==> src/rtl/ram_port_ctrl.sv <==
// ram_port_ctrl: debounces the centre button and turns each accepted press into
// one RAM transaction (write+readback or read), then latches the returned word
// onto the LEDs. Define RAM_CTRL_CLEAR_EN to add a CLEAR sequence that zeroes
// every RAM word when the press is taken with sw_clr=1.

module ram_port_ctrl #(
  parameter int DEBOUNCE_CYCLES = 1_000_000,
  parameter int ADDR_W          = 6,
  parameter int DATA_W          = 8,
  parameter int DEPTH           = 64,
  parameter int READ_LAT        = 1
) (
  input  logic              clk,
  input  logic              rst_n,
  input  logic              btn_i,
  input  logic [ADDR_W-1:0] sw_addr,
  input  logic [DATA_W-1:0] sw_data,
  input  logic              sw_we,
  input  logic              sw_clr,
  output logic              ram_en,
  output logic              ram_we,
  output logic [31:0]       ram_addr,
  output logic [31:0]       ram_din,
  input  logic [31:0]       ram_dout,
  output logic [15:0]       led,
  output logic              busy
);

  localparam int DB_W  = (DEBOUNCE_CYCLES > 1) ? $clog2(DEBOUNCE_CYCLES) : 1;
  localparam int LAT_W = (READ_LAT > 1) ? $clog2(READ_LAT) : 1;
  localparam int CLR_W = (DEPTH > 1) ? $clog2(DEPTH) : 1;

  typedef enum logic [2:0] {
    S_IDLE,
    S_ACCESS,
    S_READBACK,
    S_WAIT,
    S_CAPTURE
`ifdef RAM_CTRL_CLEAR_EN
    , S_CLEAR
`endif
  } state_t;

  state_t             r_state;
  state_t             w_next;
  logic               r_sync1;
  logic               r_sync2;
  logic               r_level;
  logic               r_levelD;
  logic [DB_W-1:0]    r_dbCnt;
  logic               w_press;
  logic [ADDR_W-1:0]  r_addr;
  logic [DATA_W-1:0]  r_data;
  logic               r_we;
  logic [LAT_W-1:0]   r_latCnt;
  logic [15:0]        r_led;
  logic               w_unused;

  // Upper read-data bits never reach the LEDs; sw_clr only matters with the clear option.
  assign w_unused = ^{ram_dout[31:16], sw_clr};

  // Two-flop synchroniser for the asynchronous button.
  always_ff @(posedge clk or negedge rst_n) begin
    if (!rst_n) begin
      r_sync1 <= 1'b0;
      r_sync2 <= 1'b0;
    end else begin
      r_sync1 <= btn_i;
      r_sync2 <= r_sync1;
    end
  end

  // Accept a new button level only after it has differed for DEBOUNCE_CYCLES cycles.
  always_ff @(posedge clk or negedge rst_n) begin
    if (!rst_n) begin
      r_level <= 1'b0;
      r_dbCnt <= '0;
    end else if (r_sync2 == r_level) begin
      r_dbCnt <= '0;
    end else if (r_dbCnt == DB_W'(DEBOUNCE_CYCLES - 1)) begin
      r_level <= ~r_level;
      r_dbCnt <= '0;
    end else begin
      r_dbCnt <= r_dbCnt + 1'b1;
    end
  end

  // Delayed copy of the accepted level for rising-edge detection.
  always_ff @(posedge clk or negedge rst_n) begin
    if (!rst_n) begin
      r_levelD <= 1'b0;
    end else begin
      r_levelD <= r_level;
    end
  end

  assign w_press = r_level & ~r_levelD;

  // State register.
  always_ff @(posedge clk or negedge rst_n) begin
    if (!rst_n) begin
      r_state <= S_IDLE;
    end else begin
      r_state <= w_next;
    end
  end

  // Snapshot the switches on an accepted press so mid-transaction changes are ignored.
  always_ff @(posedge clk or negedge rst_n) begin
    if (!rst_n) begin
      r_addr <= '0;
      r_data <= '0;
      r_we   <= 1'b0;
    end else if (r_state == S_IDLE && w_press) begin
      r_addr <= sw_addr;
      r_data <= sw_data;
      r_we   <= sw_we;
    end
  end

  // Read-latency down-counter, reloaded whenever the FSM is outside WAIT.
  always_ff @(posedge clk or negedge rst_n) begin
    if (!rst_n) begin
      r_latCnt <= '0;
    end else if (r_state != S_WAIT) begin
      r_latCnt <= LAT_W'(READ_LAT - 1);
    end else if (r_latCnt != '0) begin
      r_latCnt <= r_latCnt - 1'b1;
    end
  end

`ifdef RAM_CTRL_CLEAR_EN
  logic [CLR_W-1:0] r_clrCnt;
  logic             w_clrLast;

  // Walks the clear address through 0..DEPTH-1, one word per cycle.
  always_ff @(posedge clk or negedge rst_n) begin
    if (!rst_n) begin
      r_clrCnt <= '0;
    end else if (r_state == S_CLEAR) begin
      r_clrCnt <= r_clrCnt + 1'b1;
    end else begin
      r_clrCnt <= '0;
    end
  end

  assign w_clrLast = (r_clrCnt == CLR_W'(DEPTH - 1));
`else
  logic [CLR_W-1:0] w_unusedDepth;
  assign w_unusedDepth = CLR_W'(DEPTH - 1);
`endif

  // LED register: loads read data in CAPTURE, zeroed at the end of a clear.
  always_ff @(posedge clk or negedge rst_n) begin
    if (!rst_n) begin
      r_led <= '0;
    end else if (r_state == S_CAPTURE) begin
      r_led <= ram_dout[15:0];
`ifdef RAM_CTRL_CLEAR_EN
    end else if (r_state == S_CLEAR && w_clrLast) begin
      r_led <= '0;
`endif
    end
  end

  assign led = r_led;

  // Next-state and RAM port drive; enables are single-cycle per access state.
  always_comb begin
    w_next   = r_state;
    ram_en   = 1'b0;
    ram_we   = 1'b0;
    ram_addr = 32'(r_addr);
    ram_din  = 32'(r_data);
    busy     = (r_state != S_IDLE);
    case (r_state)
      S_IDLE: begin
        if (w_press) begin
`ifdef RAM_CTRL_CLEAR_EN
          w_next = sw_clr ? S_CLEAR : S_ACCESS;
`else
          w_next = S_ACCESS;
`endif
        end
      end
      S_ACCESS: begin
        ram_en = 1'b1;
        ram_we = r_we;
        w_next = r_we ? S_READBACK : S_WAIT;
      end
      S_READBACK: begin
        ram_en = 1'b1;
        w_next = S_WAIT;
      end
      S_WAIT: begin
        if (r_latCnt == '0) begin
          w_next = S_CAPTURE;
        end
      end
      S_CAPTURE: begin
        w_next = S_IDLE;
      end
`ifdef RAM_CTRL_CLEAR_EN
      S_CLEAR: begin
        ram_en   = 1'b1;
        ram_we   = 1'b1;
        ram_addr = 32'(r_clrCnt);
        ram_din  = '0;
        if (w_clrLast) begin
          w_next = S_IDLE;
        end
      end
`endif
      default: begin
        w_next = S_IDLE;
      end
    endcase
  end

endmodule

==> config.mk <==
export PLATFORM = sky130hd
export DESIGN_NAME = ram_port_ctrl
export DESIGN_NICKNAME = d
export VERILOG_FILES = /design/src/rtl/ram_port_ctrl.sv
export SDC_FILE = /design/constraint.sdc
export NUM_CORES = 1
export LEC_CHECK = 0
export CAP_MARGIN = 0
export CORE_MARGIN = 2
export CORE_UTILIZATION = 40
export CTS_BUF_LIST = sky130_fd_sc_hd__clkbuf_16
export DETAILED_ROUTE_END_ITERATION = 10
export GPL_TIMING_DRIVEN = 0
export PLACE_DENSITY = 0.76
export SLEW_MARGIN = 40
export SYNTH_ARGS = -nofsm -noshare
export SYNTH_HDL_FRONTEND = slang
export SYNTH_SLANG_ARGS = --single-unit
==> constraint.sdc <==
create_clock -name clk -period 2.4 [get_ports clk]
set_input_delay 0.72 -clock clk [delete_from_list [all_inputs] [get_ports clk]]
set_output_delay 0.72 -clock clk [all_outputs]
set_load 0.02 [all_outputs]
==> results by group, run 1 <==
Outcome
  • Status: complete, no violations

Detailed routing
  • DRC: 0
  • Final WL: 5.40 mm
  • DR vias/cell: 4.26
  • ANT nets after route: 0
  • First DRT Iteration DRCs: 91
  • Wire length per cell: 11.5 um
  • Initial DRT Pass Iterations: 4
  • Via count: 1993

Floorplan
  • FP Rows: 30
  • IO Count: 134
  • Die height: 87.8 um
  • Width of the die: 87.8 um
  • Initial Util: 0.413
  • Full die area: 7700 um^2
  • Core area: 6790 um^2

Power and ir drop
  • Power consumption: 2.47 mW
  • Sequential share of power: 0.409
  • Combinational Power Share: 0.114
  • Part of the power in the clock network: 0.478
  • Sw frac: 0.223
  • P_leak: 1.98 nW
  • Peak VDD IR: 465 uV
  • Int Power: 1.92 mW
  • PwrDens: 608 nW/um^2
  • Sw Pwr: 551 uW

Worst setup path
  • CP Cell Sequence: or3_1, dlygate4sd2_1
  • CP Buf/Inv Count: 1
  • Critical-path top delay cell: dfrtp_1
  • Max incr delay on CP: 450 ps
  • CP max FO: 7
  • CP Capture Type: output pin
  • Kind of start point of the critical path: flip-flop
  • Data required, critical path: 1680 ps
  • Crit path DAT: 1490 ps
  • Delay-heaviest family, CP: flip-flops
  • Worst Path Class, Setup: flip-flop to output pin

Clock tree
  • H-tree levels: 3
  • Post-CTS Setup Inserts: 0
  • Worst-skew pair later-pin latency: 320 ps
  • Clk sink count: 58
  • CTS tree: done
  • Worst-path clk slew: 50 ps
  • Clock root buffer: clkbuf_16
  • CTS max path bufs: 2
  • Num CTS Buffers: 9

Global route
  • Initial antenna violation count: 0
  • GRT Util Overall: 0.145
  • Total grt overflow: 0
  • First-pass GRT wire length: 8.61 mm
  • Vias in the first global route: 1850
  • Largest net degree at the start of global routing: 31

STA
  • Worst slew pin tran: 531 ps
  • Max_slew headroom: 0.646
  • Fin crit share: 0.920
  • Final Critical Period: 2210 ps
  • RSZ-0062 raised after global routing: false
  • Clock Skews: 6.37 ps
  • Final Hold Viols: 0
  • Max-slew violation total from the final report: 0
  • Setup-failing EPs final: 0
  • Fmax: 453 MHz
  • Worst Hold Margin: 330 ps

Placement
  • Gpl congestion: 0.758
  • PortBufs: 66
  • Detailed-placement wirelength estimate: 4.04 mm

Yosys
  • Post-synth EDFFs: 0
  • Synth top cells by count: dfrtp_1 (58), buf_4 (50), mux2_2 (32)
  • Avg Inst Size Synth: 11.5 um^2
  • Ranking of synthesized cells by area: dfrtp_1 (52%), buf_4 (13%), mux2_2 (13%)
  • Asr flop ratio synth: 1.00
  • Post-synth top area cell: dfrtp_1
  • Synth top area share: 0.517
  • Register area share after synthesis: 0.517
  • Area of the mapped netlist: 2810 um^2
  • Warnings, synthesis: 0
  • Post-synthesis register bit count: 58
  • Yosys cell types: 37
  • Mapped Cells: 243
  • Main synth FF type: dfrtp_1
  • Count leader, synth: dfrtp_1

Final layout
  • Share of cells above drive strength 1: 0.280
  • Area grow syn2layout: 44.5%
  • Diodes inserted: 0
  • Nets: 420

Min path
  • Hold Path Class: primary input to asynchronous set/reset pin

Job
  • Max Cap Violations: 0
-- state kept, by name, indices dropped and copies added (netlist names) --
name and flops:
r_dbCnt 20, led 16, r_data 8, r_addr 6, r_state 3, r_level 1, r_levelD 1, r_sync1 1
r_sync2 1, r_we 1
-- power by group through the flow --
stage	sequential (mW)	combinational [mW]	clock (mW)
after floorplan	1.04	0.157	0
after global placement	1.02	0.273	0
after detailed placement	1.02	0.280	0
after CTS	1.01	0.280	1.20
after global routing	1.01	0.303	1.27
final	1.01	0.280	1.18
-- routing by layer --
metal	GRT usage	vias to the layer above	share of wire
li1	-	971	-
met1	0.170	938	0.41
met2	0.242	76	0.51
met3	0.0386	8	0.071
met4	0.0755	0	0.016
met5	0	-	0
-- cells by family after synthesis --
kind of cell / Yosys count / share of synthesized area
adder cells (fa/ha/maj): 1 / 0.00446
other: 1 / 0.00134
multiplexers: 32 / 0.128
AND/OR/NAND/NOR: 60 / 0.118
buffers and inverters: 61 / 0.152
flip-flops: 58 / 0.517
AO/OA/AOI/OAI: 17 / 0.0379
XOR/XNOR: 13 / 0.0406
-- cell type report --
| class | count | area, um^2 |
|---|---|---|
| multi-input cells | 173 | 1110 |
| repair buffers | 67 | 678 |
| clock inverters | 6 | 50.0 |
| inverters | 4 | 15.0 |
| well taps | 96 | 120 |
| clock buffers | 9 | 225 |
| flip-flops and latches | 58 | 1450 |
| fillers | 569 | 2740 |
| plain buffers | 55 | 404 |
-- cell usage in the layout (no fill, tap or decap), types with 2 or more instances in the layout --
cell type / n
and3_1: 3
conb_1: 50
buf_4: 51
inv_1: 5
xnor2_1: 5
or4_1: 2
a21oi_1: 8
dlygate4sd2_1: 2
nand4_1: 8
clkbuf_1: 2
nand2b_1: 2
and2_1: 2
nor2_1: 17
clkbuf_16: 9
clkinv_1: 3
o21ai_0: 5
clkdlybuf4s50_1: 62
or3_1: 5
nand3_1: 3
xor2_1: 8
dfrtp_1: 58
nand2_1: 7
nor3_1: 2
mux2_2: 32
-- timing repair --
action | CTS | global route
hold buffers | 0 | 0
setup endpoints to repair | 3 | 1
resized for setup | 2 | 1
cloned | 0 | 0
pin swaps | 0 | 0
-- worst paths after layout --
check	start	depth (start not counted)	slack [ps]	endpoint
hold reg to reg	r_sync1	0	350	r_sync2
min in group clk	r_sync1	0	350	r_sync2
setup / recovery	r_state[1]	2	190	busy
hold / removal	rst_n	1	330	r_dbCnt[14]
max in group asynchronous	rst_n	2	1580	r_levelD
setup reg to reg	r_dbCnt[15]	5	270	r_dbCnt[7]
-- worst reg2reg max path: stages, from the launching register on --
cell,delay [ps]
dfrtp_1,400
or4b_1,520
or4_4,550
o21ai_4,290
buf_6,190
nor2_1,60
-- per-stage QoR --
stage / setup TNS (ps) / instances / cell area [um^2] / util / setup slack [ps]
finish: 0 / 468 / 4060 / 0.597 / 192
CTS: 0 / 468 / 4050 / 0.597 / 2.58
floorplan: 0 / 292 / 2990 / - / 435
detailed placement: 0 / 455 / 3790 / 0.558 / 209
global placement: -72900 / 454 / 3770 / 0.555 / -1260
global route: 0 / 468 / 4060 / 0.597 / 109
No activity file was read; power rests on OpenSTA's default activity.
==> run 2, diff against run 1 <==
--- a/config.mk
+++ b/config.mk
@@ -12,7 +12,6 @@
 export DETAILED_ROUTE_END_ITERATION = 10
 export GPL_TIMING_DRIVEN = 0
 export PLACE_DENSITY = 0.76
-export SLEW_MARGIN = 40
 export SYNTH_ARGS = -nofsm -noshare
 export SYNTH_HDL_FRONTEND = slang
 export SYNTH_SLANG_ARGS = --single-unit
==> run 2 against run 1 <==
Die area unchanged; clock power about the same; power barely moved; sequential share of layout area up 0.077 points; via count rose by 0.15%; count of clock-buffer cells in the layout unchanged; critical path type unchanged; largest cell class unchanged; highest routed layer unchanged.
==> results by group, run 2 (synthesis results as in run 1) <==
Outcome
  • Status: complete, no violations

Clock tree
  • CTS tree: done
  • Worst-skew pair later-pin latency: 320 ps
  • Num CTS Buffers: 9
  • Worst-path clk slew: 50 ps
  • Clk sink count: 58
  • H-tree levels: 3
  • Post-CTS Setup Inserts: 0
  • CTS Hold Bufs: 0
  • Clock root buffer: clkbuf_16
  • CTS max path bufs: 2

Power and ir drop
  • Sw frac: 0.224
  • Combinational Power Share: 0.114
  • Sw Pwr: 553 uW
  • P_leak: 1.97 nW
  • Peak VDD IR: 405 uV
  • PwrDens: 610 nW/um^2
  • Int Power: 1.92 mW
  • Part of the power in the clock network: 0.478
  • Sequential share of power: 0.409

Final layout
  • Area grow syn2layout: 44.2%
  • Filler cell count: 588
  • Nets: 420
  • Max reg flops: 20
  • Largest reg by FF count: r_dbCnt
  • Share of cells above drive strength 1: 0.283
  • Commonest non-fill, non-tap cell in the layout: clkdlybuf4s50_1
  • Commonest non-fill, non-tap cells in the layout: clkdlybuf4s50_1 (62), dfrtp_1 (58), buf_4 (50), conb_1 (50), mux2_2 (32)
  • Final cell count without fillers: 467
  • Diodes inserted: 0

Worst setup path
  • Crit path DAT: 1480 ps
  • Reg-to-reg slack, setup: 280 ps
  • CP max FO: 7
  • R2R cell count: 5
  • Kind of start point of the critical path: flip-flop
  • Data required, critical path: 1680 ps
  • CP Capture Type: output pin
  • Worst Path Class, Setup: flip-flop to output pin

Placement
  • PortBufs: 66
  • Detailed-placement wirelength estimate: 4.05 mm
  • Gpl congestion: 0.758
  • Dpl cells: 455

Floorplan
  • Width of the die: 87.8 um
  • FP Rows: 30
  • Die height: 87.8 um
  • Core area: 6790 um^2
  • IO Count: 134
  • Initial Util: 0.413
  • Full die area: 7700 um^2

STA
  • RSZ-0062 raised after global routing: false
  • Worst Hold Margin: 346 ps
  • Clock Skews: 6.92 ps
  • Setup-failing EPs final: 0
  • Fmax: 455 MHz
  • Max_slew headroom: 0.552
  • Final Hold Viols: 0
  • Fin crit share: 0.917
  • Worst slew pin tran: 672 ps
  • Max-slew violation total from the final report: 0
  • Final Critical Period: 2200 ps

Detailed routing
  • Wire length per cell: 11.6 um
  • DR vias/cell: 4.27
  • Via count: 1996
  • First DRT Iteration DRCs: 90
  • ANT nets after route: 0
  • DRC: 0
  • Final WL: 5.41 mm
  • Initial DRT Pass Iterations: 4

Global route
  • Vias in the first global route: 1867
  • Largest net degree at the start of global routing: 31
  • First-pass GRT wire length: 8.65 mm
  • Total grt overflow: 0
  • GRT Util Overall: 0.145
  • Initial antenna violation count: 0

Job
  • Max Cap Violations: 0

Min path
  • WHS Path Cells: 0
  • Hold Path Class: flip-flop to flip-flop
==> run 2: layout make-up <==
type                       count  area, um^2  share of cell area
buffer                        55         404              0.0998
clock buffer                   9         225              0.0556
clock inverter                 5        47.5              0.0117
inverter                       4        15.0             0.00371
multi-input combinational    173        1110               0.275
sequential                    58        1450               0.359
tap                           96         120              0.0297
timing repair buffer          67         672               0.166
==> run 2: metrics by stage <==
stage               setup TNS, ps  setup slack, ps  cell area [um^2]  utilization  total power [mW]
floorplan                       0              435              2990            -              1.20
global route                    0              108              4050        0.596              2.58
detailed placement              0              210              3790        0.557              1.30
global placement           -72900            -1260              3770        0.555              1.30
CTS                             0              177              4050        0.596              2.49
finish                          0              200              4050        0.596              2.47
==> run 2: power by group through the flow <==
| stage | logic [mW] | registers [mW] | clock network, mW |
|---|---|---|---|
| 4_1_cts | 0.280 | 1.01 | 1.21 |
| 5_1_grt | 0.302 | 1.01 | 1.26 |
| 6_report | 0.281 | 1.01 | 1.18 |
| 3_5_place_dp | 0.280 | 1.02 | 0 |
| 2_1_floorplan | 0.157 | 1.04 | 0 |
| 3_3_place_gp | 0.273 | 1.02 | 0 |
==> run 2: worst paths after layout <==
kind                             start     endpoint
min                            r_sync1      r_sync2
max in group asynchronous        rst_n     r_levelD
min reg2reg                    r_sync1      r_sync2
min in group asynchronous        rst_n  r_dbCnt[14]
max                         r_state[1]         busy
max reg2reg                r_dbCnt[15]   r_dbCnt[7]
==> run 2: timing repair <==
item / in CTS / in global routing
gates resized for setup: 3 / 0
hold endpoints to repair: 0 / 0
endpoints found under the setup margin: 3 / 0
==> run 2: per-layer routing <==
| metal | GRT usage | up-vias | share of wire |
|---|---|---|---|
| met3 | 0.0434 | 4 | 0.065 |
| met5 | 0 | - | 0 |
| met1 | 0.171 | 949 | 0.42 |
| met2 | 0.244 | 71 | 0.50 |
| met4 | 0.0671 | 0 | 0.014 |
| li1 | - | 972 | - |
==> run 2: critical path, stage by stage (launching register included) <==
cell and delay [ps]:
dfrtp_1 450, or3_1 380, dlygate4sd2_1 340
==> RTL edit (flow settings as in run 2) <==
Re-encode `state_t` (5 states) as one-hot, 5 bits wide.
--- a/src/rtl/ram_port_ctrl.sv
+++ b/src/rtl/ram_port_ctrl.sv
@@ -30,12 +30,12 @@
   localparam int LAT_W = (READ_LAT > 1) ? $clog2(READ_LAT) : 1;
   localparam int CLR_W = (DEPTH > 1) ? $clog2(DEPTH) : 1;
 
-  typedef enum logic [2:0] {
-    S_IDLE,
-    S_ACCESS,
-    S_READBACK,
-    S_WAIT,
-    S_CAPTURE
+  typedef enum logic [4:0] {
+    S_IDLE     = 5'b00001,
+    S_ACCESS   = 5'b00010,
+    S_READBACK = 5'b00100,
+    S_WAIT     = 5'b01000,
+    S_CAPTURE  = 5'b10000
 `ifdef RAM_CTRL_CLEAR_EN
     , S_CLEAR
 `endif
Formal check against the unedited RTL: no difference found for any inputs over 10 cycles, from zero or initial values and one cycle with rst_n low; not proved beyond that.
==> RTL edit against run 2 <==
First-iteration DRC count down 37%. Utilization grew 0.30 points. Worst setup slack got worse by 120 ps. Maximum frequency down 5.0%. Register-to-register slack worse by 160 ps. Sequential cell count increased by 2. Count of clock-buffer cells in the layout unchanged. Total power fell by 2.6%. Final area is 2.2% higher. Synthesized cell count rose by 1.6%. Synthesized area grew 2.9%. Wire length is 2.5% higher. Critical endpoint is now ram_we.
==> RTL edit: results (changes against run 2) <==
Parameter                              Value

Global routing
  Pin count of the biggest net entering global routing    38 (+23%)
  Overall Global Routing Usage    0.1480 (+0.002809)
  Global-route wire length before repair    8921 um (+3.1%)
  Met1 track demand over resource    0.1637 (-0.007405)
  Global-route track usage on met3    0.06187 (+0.01851)
  GR Layer Usage met2    0.2524 (+0.008573)

Route
  Detailed router's first-iteration violation count    57 (-37%)
  Wire length on met1    2168 um (-3.9%)
  Total met3 wirelength after detailed routing    470 um (+33%)
  Count of vias placed by the detailed router    2029 (+1.7%)
  Detailed-route wire length per cell    11.69 um (+0.97%)
  DR WL met2    2848 um (+4.7%)

Status
  Outcome    finished clean

Timing
  Worst clock skew    5.424 ps (-1.491 ps)
  Tightest Pin Transition    572.2 ps (-99.80 ps)
  Final period utilization    0.9650 (+0.04835)

Logic synthesis
  Synth top area cells    sky130_fd_sc_hd__dfrtp_1, sky130_fd_sc_hd__buf_4, sky130_fd_sc_hd__mux2_2
  Sequential cell area fraction in the yosys report    0.5201 (+0.002974)
  Synth cell count leaders    sky130_fd_sc_hd__dfrtp_1, sky130_fd_sc_hd__buf_4, sky130_fd_sc_hd__mux2_2
  Post-Synth Adder-Cell Area    0.004331 (-0.0001274)
  Post-synthesis async set-or-reset flop share    1.000 (unchanged)
  Number of distinct standard cells referenced by the synthesized netlist    39 (+5.4%)
  Share of the synthesized netlist area taken by xor and xnor gates    0.04547 (+0.004904)
  Multiplexer fraction of the synthesized cell area    0.1282 (-0.0002054)
  Area fraction in compound gates after synthesis    0.02295 (-0.01494)

Cells and area
  Total number of nets in the final design    426 (+1.4%)
  Number of inserted filler cells in the final layout    561 (-4.6%)
  Fraction of layout instances using a drive strength above 1    0.2910 (+0.007986)

Placed design
  DPL Wire Length    4122 um (+1.8%)
  PortBufs    66 (unchanged)
  Final weighted congestion in routability-driven placement    0.8018 (+5.8%)
  Cell area after placement    3869 um2 (+2.2%)
  Pre-CTS worst setup slack    17.90 ps (-191.8 ps)

Critical path
  Destination of the critical timing path    ram_we
  Highest cell delay on the worst timing path    420 ps (-30 ps)
  Worst-case reg-to-reg path depth    6 (+1)
  Crit. Startpoint    r_state[4]
  Largest delay contributor family on the critical path    simple AND/OR/NAND/NOR gates
  Largest fanout of any net on the critical path    5 (-2)
  Data arrival at the endpoint of the critical path    1600 ps (+120 ps)
  Startpoint of the lowest-slack register-to-register path    r_dbCnt[12]
  Reg-to-reg endpoint    r_dbCnt[12]
  Worst-case register-to-register setup slack    120 ps (-160 ps)

Power and ir drop
  Static leakage power    0.001965 uW (about the same)
  Worst vdd ir    0.5091 mV (+26%)

Clock tree
  Setup repair bufs after CTS    0 (unchanged)
  Number of buffers inserted during clock tree synthesis    9 (unchanged)
[RTL edit: changes by cell type in the layout (fill, tap and decap cells not counted), moves of 4 or more]
cell | before | now
sky130_fd_sc_hd__xnor2_1 | 5 | 12
sky130_fd_sc_hd__nor4_1 | 0 | 7
sky130_fd_sc_hd__nor3_1 | 2 | 6
sky130_fd_sc_hd__or3_1 | 5 | 1
sky130_fd_sc_hd__xor2_1 | 8 | 3
sky130_fd_sc_hd__a21oi_1 | 8 | 4
sky130_fd_sc_hd__nand4_1 | 8 | 4
[RTL edit: metrics by stage]
step / cells / hold WS [ps] / util / power, uW
2_1_floorplan: 296 / 331.2 / - / 1231
3_3_place_gp: 458 / 332.7 / 0.5580 / 1336
3_5_place_dp: 459 / 334.7 / 0.5601 / 1343
4_1_cts: 474 / 346.6 / 0.5969 / 2428
5_1_grt: 474 / 364.2 / 0.5987 / 2499
6_report: 474 / 345.9 / 0.5987 / 2405
[RTL edit: timing repair]
item,4_1_cts,5_1_grt
cloned,0,0
endpoints found under the setup margin,11,3
resized for setup,4,4
hold endpoints to repair,0,0
[RTL edit: report_power, final]
part | internal, uW | total, uW | leakage [uW] | switching, uW
combinational | 141 | 284 | 0.00104 | 143
sequential | 1030 | 1040 | 0.000791 | 11.2
clock | 671 | 1080 | 0.000133 | 406
[RTL edit: area by class of cell]
cell class	instances	area share
timing repair buffer	67	0.1625
inverter	4	0.003631
clock buffer	9	0.05446
buffer	55	0.09803
sequential	60	0.3634
multi-input combinational	177	0.2829
clock inverter	6	0.006051
tap	96	0.02905
[RTL edit: logic make-up after synthesis]
group	after synthesis
other	1
DFF	60
xor gates and xnor gates	15
and+or+nand+nor	67
adders and majority gates	1
AOI/OAI and AO/OA	11
buffers and inverters	59
muxes	33
